[src/rtl/img_stream_loader.sv]
`timescale 1ns/1ps
`default_nettype none
// ============================================================================
//  Module      : img_stream_loader
//  Description : Upstream feeder for the 121-64-10 TCB MNIST net. Collects an
//                8-bit raster pixel stream into a flat frame vector, pulses
//                valid_top, waits for ready_top and returns the prediction
//                with a one-cycle result strobe.
//                Optional macro IMG_TIMEOUT_EN adds a WAIT-state watchdog
//                that returns 32'hFFFF_FFFF after TIMEOUT cycles.
//  Revision    : 1.0 - initial release
// ============================================================================
module img_stream_loader #(
   parameter int NPIX    = 121,
   parameter int PW      = 8,
   parameter int TIMEOUT = 4096
) (
   input  logic                 clk,
   input  logic                 rst,
   input  logic [PW-1:0]        pix_in,
   input  logic                 pix_valid,
   output logic                 pix_ready,
   output logic [NPIX*PW-1:0]   img_source,
   output logic                 valid_top,
   input  logic                 ready_top,
   input  logic [31:0]          number,
   output logic [31:0]          result,
   output logic                 result_valid,
   output logic                 busy
);

   localparam int            CW     = $clog2(NPIX);
   localparam logic [CW-1:0] C_LAST = CW'(NPIX - 1);

   typedef enum logic [1:0] {
      S_LOAD = 2'd0,
      S_FIRE = 2'd1,
      S_WAIT = 2'd2
   } state_t;

   state_t               r_state;
   state_t               w_next;
   logic [CW-1:0]        r_cnt;
   logic [NPIX*PW-1:0]   r_img;
   logic [31:0]          r_result;
   logic                 r_result_valid;
   logic                 w_accept;
   logic                 w_last;
   logic                 w_ready_hit;
   logic                 w_timeout;

   assign w_accept    = pix_valid && (r_state == S_LOAD);
   assign w_last      = (r_cnt == C_LAST);
   assign w_ready_hit = ready_top && (r_state == S_WAIT);

`ifdef IMG_TIMEOUT_EN
   localparam int TW = $clog2(TIMEOUT + 1);
   logic [TW-1:0] r_wait_cnt;

   // Watchdog: cleared while entering WAIT (in FIRE), counts each WAIT cycle
   always_ff @(posedge clk or posedge rst) begin
      if (rst) begin
         r_wait_cnt <= '0;
      end else if (r_state == S_FIRE) begin
         r_wait_cnt <= '0;
      end else if (r_state == S_WAIT) begin
         r_wait_cnt <= r_wait_cnt + 1'b1;
      end
   end

   // Expires on the TIMEOUT-th WAIT cycle so the strobe lands TIMEOUT cycles after entry
   assign w_timeout = (r_state == S_WAIT) && !ready_top &&
                      (r_wait_cnt == TW'(TIMEOUT - 1));
`else
   logic w_unused_timeout;
   assign w_unused_timeout = (TIMEOUT > 0);
   assign w_timeout        = 1'b0;
`endif

   // State register
   always_ff @(posedge clk or posedge rst) begin
      if (rst) begin
         r_state <= S_LOAD;
      end else begin
         r_state <= w_next;
      end
   end

   // Next-state and handshake outputs
   always_comb begin
      w_next    = r_state;
      pix_ready = 1'b0;
      valid_top = 1'b0;
      busy      = 1'b0;
      case (r_state)
         S_LOAD: begin
            pix_ready = 1'b1;
            if (w_accept && w_last) begin
               w_next = S_FIRE;
            end
         end
         S_FIRE: begin
            valid_top = 1'b1;
            busy      = 1'b1;
            w_next    = S_WAIT;
         end
         S_WAIT: begin
            busy = 1'b1;
            if (ready_top || w_timeout) begin
               w_next = S_LOAD;
            end
         end
         default: begin
            w_next = S_LOAD;
         end
      endcase
   end

   // Pixel slot counter, returns to zero after the last pixel of a frame
   always_ff @(posedge clk or posedge rst) begin
      if (rst) begin
         r_cnt <= '0;
      end else if (w_accept) begin
         r_cnt <= w_last ? '0 : r_cnt + 1'b1;
      end
   end

   // Frame buffer: only the addressed slot is written, and only in LOAD
   always_ff @(posedge clk or posedge rst) begin
      if (rst) begin
         r_img <= '0;
      end else begin
         for (int k = 0; k < NPIX; k++) begin
            if (w_accept && (r_cnt == CW'(k))) begin
               r_img[k*PW +: PW] <= pix_in;
            end
         end
      end
   end

   // Prediction capture and one-cycle result strobe
   always_ff @(posedge clk or posedge rst) begin
      if (rst) begin
         r_result       <= '0;
         r_result_valid <= 1'b0;
      end else begin
         r_result_valid <= 1'b0;
         if (w_ready_hit) begin
            r_result       <= number;
            r_result_valid <= 1'b1;
         end else if (w_timeout) begin
            r_result       <= 32'hFFFF_FFFF;
            r_result_valid <= 1'b1;
         end
      end
   end

   assign img_source   = r_img;
   assign result       = r_result;
   assign result_valid = r_result_valid;

endmodule
`default_nettype wire

[config.mk]
export PLATFORM = sky130hd
export DESIGN_NAME = img_stream_loader
export DESIGN_NICKNAME = d
export VERILOG_FILES = /design/src/rtl/img_stream_loader.sv
export SDC_FILE = /design/constraint.sdc
export NUM_CORES = 2
export LEC_CHECK = 0
export BUFFER_PORTS_ARGS = -buffer_cell sky130_fd_sc_hd__buf_2
export CORE_AREA = 4 4 409 411
export DETAILED_ROUTE_END_ITERATION = 10
export DIE_AREA = 0 0 413 415
export PLACE_DENSITY_LB_ADDON = 0.2
export SYNTH_ARGS = -nofsm -noshare
export SYNTH_HDL_FRONTEND = slang
export SYNTH_SLANG_ARGS = --single-unit
[constraint.sdc]
create_clock -name clk -period 40 [get_ports clk]
set_clock_uncertainty 0.1 [all_clocks]
set_input_delay 2 -clock clk [delete_from_list [all_inputs] [get_ports clk]]
set_output_delay 2 -clock clk [all_outputs]
set_load 0.05 [all_outputs]
Yosys cells after proc, flatten, opt, wreduce, memory -nomap -nowiden
Cells that the tools add are included.
{ "totals": {"out_inout_bits": 1004, "in_bits": 44, "wordCells": 385, "regBits": 1010} }
{ "classes": {"n_mux": 8, "n_eq_ne": 124, "reduce_logical": 127, "addsub": 1} }
{ "ops": {"columns": ["cell", "n"], "rows": [
  ["7-bit == test (second input constant)", 57],
  ["7-bit by 6-bit == test with 1-bit output (second input constant)", 32],
  ["1-bit logical AND", 123],
  ["7-bit by 5-bit == test with 1-bit output (second input constant)", 16],
  ["7-bit by 4-bit == test with 1-bit output (second input constant)", 8],
  ["7-bit by 3-bit == test with 1-bit output (second input constant)", 4],
  ["7-bit by 2-bit == test with 1-bit output (second input constant)", 2],
  ["7-bit by 1-bit adder with 7-bit output (second input constant)", 1],
  ["7-bit by 1-bit == test with 1-bit output (second input constant)", 1],
  ["7-bit zero test", 1],
  ["7-bit 2-to-1 mux", 1],
  ["2-bit case mux with 3 select lines", 1],
  ["1-bit 2-to-1 mux", 4],
  ["2-bit 2-to-1 mux", 2],
  ["2-bit by 1-bit == test with 1-bit output (second input constant)", 1],
  ["2-bit == test (second input constant)", 1],
  ["2-bit zero test", 1],
  ["2-bit by 1-bit != test with 1-bit output (second input constant)", 1],
  ["2-bit != test (second input constant)", 1],
  ["2-bit AND reduction", 1],
  ["2-bit OR reduction", 1]
]} }

Depth between registers and ports, before layout
{ "depth": {"depth_word": 5, "ltp_mapped": 8} }

Worst setup path before layout
OpenSTA, ideal clock, no wires.
{ "synth_path": {"path_type": "input to register", "start": "input port pix_valid", "end": "register r_img[688], in the netlist img_source[688]", "stages": 5, "setup_time_ps": 125, "arrival_time_ps": 3273, "path_buffers": 1, "path_slack_ps": 36502, "path_cell_list": "and2_1 buf_4 nand3_1 nor3_2 mux2_2"} }
{ "synth_between": {"elab_chain_len": 2} }
{ "synth_lines": {"columns": ["element", "line_no", "rtl"], "rows": [
  ["from (decl)", "21", "input logic pix_valid,"],
  ["1-bit logical AND", "52", "assign w_accept = pix_valid && (r_state == S_LOAD);"],
  ["1-bit logical AND", "134", "if (w_accept && (r_cnt == CW'(k))) begin"],
  ["to (signal, indexed assignment)", "135", "r_img[k*PW +: PW] <= pix_in;"],
  ["to (decl)", "44", "logic [NPIX*PW-1:0] r_img;"]
]} }
No other way between the ends.
A chain may end at the register's enable or synchronous reset.

==> out/metrics.yaml <==
status:
  status: "finished, final reports clean"
clock_tree:
  cts_num_sinks: 1010
  cts_hold_buf: 0
  clockBufferDepth: 3
  htreeDepth: 3
  cts_tree: "yes"
  clk_pin_slew_ns: 0.06
  clock_latency_ns: 0.72
  cts_setup_buffers: 0
  cts-root-buf: "clkbuf_16"
  cts_resized: 0
  cts_buffers: 114
timing:
  fin_crit_sh_pct: 12.9
  post-route-min-period_ns: 5.16
  setup_viol: 0
  rsz0062_at_grt: "no"
  max_freq_mhz: 194
  hold_viol_final: 0
  totalNegativeSetupSlack_ns: 0
  worst_pin_slew_ns: 1.04
  relSlewSlack_pct: 30.4
  final-max-slew-violation-count: 0
floorplanning:
  ioPinCount: 1048
  design.core.area_um2: 164000
  num_rows: 149
  die-width_um: 413
  die_area_um2: 171000
  die_h_um: 415
  initial_core_util_pct: 23.6
layout:
  stdcell_count: 5724
  multiInputGateArea_um2: 12800
  layout-drive-gt1-share_pct: 67.6
  final_cell_mix: "1039 x buf_2, 1010 x dfrtp_1, 988 x mux2_2"
  regArea_um2: 25300
  final_common_cell: "buf_2"
  syn2layout_area_growth_pct: 30.8
  fillers: 16765
  nNetsFinal: 3487
logic_synthesis:
  syn-num-nets: 2415
  ys_warn_count: 0
  yosysSeqAreaShare_pct: 65.4
  synth.avg_cell_area_um2: 16.4
  ys_top_cells_by_area: "dfrtp_1 65%, mux2_2 29%, nor2_2 1.1%"
  synth.distinct_cells: 37
  synth_top_cell_by_area: "dfrtp_1"
  synth_top_area_share_pct: 65.4
  synth-seq-cells: 1010
  syn_inst: 2363
  syn_area_um2: 38600
detailed_routing:
  firstDrtPassIters: 4
  drc_errors: 0
  wl_per_cell_um: 25.8
  ant_nets: 0
  dr.first_iter.drc_count: 1082
  wl_mm: 148
  via_count: 24098
  vias_per_cell: 4.21
critical_path:
  cp-start-kind: "input pin"
  rr_worst_depth: 6
  crit_start: "rst"
  cp.required_ns: 40.64
  critPathCapture: "img_source[317]"
  crit_arrival_ns: 5.81
  crit_path_max_fanout: 109
  ff2ff_setup_slack_ns: 36.66
  path_class: "input pin to asynchronous set/reset pin"
  rr_startpoint: "r_state[0]"
  endpoint_kind: "asynchronous set/reset pin"
  rr_endpoint: "img_source[177]"
min_path:
  hp-start: "img_source[121]"
  hp-class: "flip-flop to flip-flop"
power_and_ir_drop:
  powerDensity_nw_per_um2: 77.3
  leakage_nw: 27.1
  peakVddDrop_uv: 55.9
placed_design:
  hpwl_mm: 103
  io_buffers: 1047
  dp_cells: 5508
  gp_congestion: 0.742
flow_run:
  drv_cap: 0
global_route:
  grt_pass1_wl_mm: 206
  grt_use_total_pct: 16.8
  grt_max_degree: 124
  grt_pass1_vias: 25270
  gr-total-overflow: 0
  grt_antenna_before_repair: 3
-- state kept, by name, indices dropped and copies added, names as in the netlist --
name	cells
img_source	968
result	32
r_cnt	7
r_state	2
result_valid	1
-- logic make-up after synthesis --
group                    share of synthesized area, %
flip-flops                                       65.4
multiplexers                                     29.2
AND/OR/NAND/NOR                                  3.32
buffers and inverters                            1.55
AO/OA/AOI/OAI                                   0.227
adder cells (fa/ha/maj)                         0.259
XOR/XNOR                                       0.0227
-- layer usage --
layer  vias to the layer above  track usage, %  routed length, um
met5                         -               0                  0
met4                         0            5.06               4540
met3                       186            5.21              10800
met2                       713            28.1              71800
met1                     12743            20.6              60500
li1                      10456               -                  -
-- where the power goes --
part           internal [mW]  switching, mW  leakage [nW]
clock network          0.686          0.442          1.99
registers               1.24          0.107          13.8
logic                  0.326           1.10          11.3
total                   2.25           1.65          27.1
-- worst max-delay path, cell delays in order --
cell and delay, ns:
buf_2 0.13, inv_8 0.53, buf_4 0.71, buf_4 0.79, buf_4 0.62, buf_4 0.76
-- worst min-delay path by stage --
stage,endpoint,cells after the start
4_1_cts,img_source[447],1
3_5_place_dp,img_source[447],1
3_3_place_gp,img_source[447],1
5_1_grt,img_source[704],1
6_report,img_source[121],1
2_1_floorplan,r_state[1],1
-- through the flow --
step	hold slack, ns	worst slack [ns]	cell area, um^2	power (mW)	utilization, %
after global routing	0.398	34.22	50500	4.07	30.8
after CTS	0.384	34.69	50500	3.96	30.8
after floorplan	0.406	9.48	38600	2.41	-
after global placement	0.366	33.91	46400	2.80	28.3
final	0.377	34.84	50500	3.90	30.8
after detailed placement	0.369	33.88	46400	2.81	28.3
-- layout make-up --
class,instances,share of cell area [%]
Sequential cell,1010,50.0
Multi-Input combinational cell,1205,25.3
Timing Repair Buffer,1094,11.1
Clock buffer,171,6.77
Tap cell,2189,5.42
Clock inverter,41,1.28
Inverter,10,0.0892
Antenna cell,4,0.0198
-- cells in the mapped netlist, drive strengths merged --
cell and instances:
a21boi 2, clkbuf 110, nand3b 4, a2bb2oi 1, nor2 104, nor3 8
a21o 1, or3 5, nor4 2, inv 10, mux2 1002, and2 1
nand2 20, ha 8, o31ai 1, o21ai 6, a311oi 1, or3b 2
xor2 1, nor2b 3, buf 28, nand2b 5, and3 3, and3b 3
nor3b 1, nand4b 1, dfrtp 1010, a311o 1, nand3 19
Power figures use the tool's default switching activity.
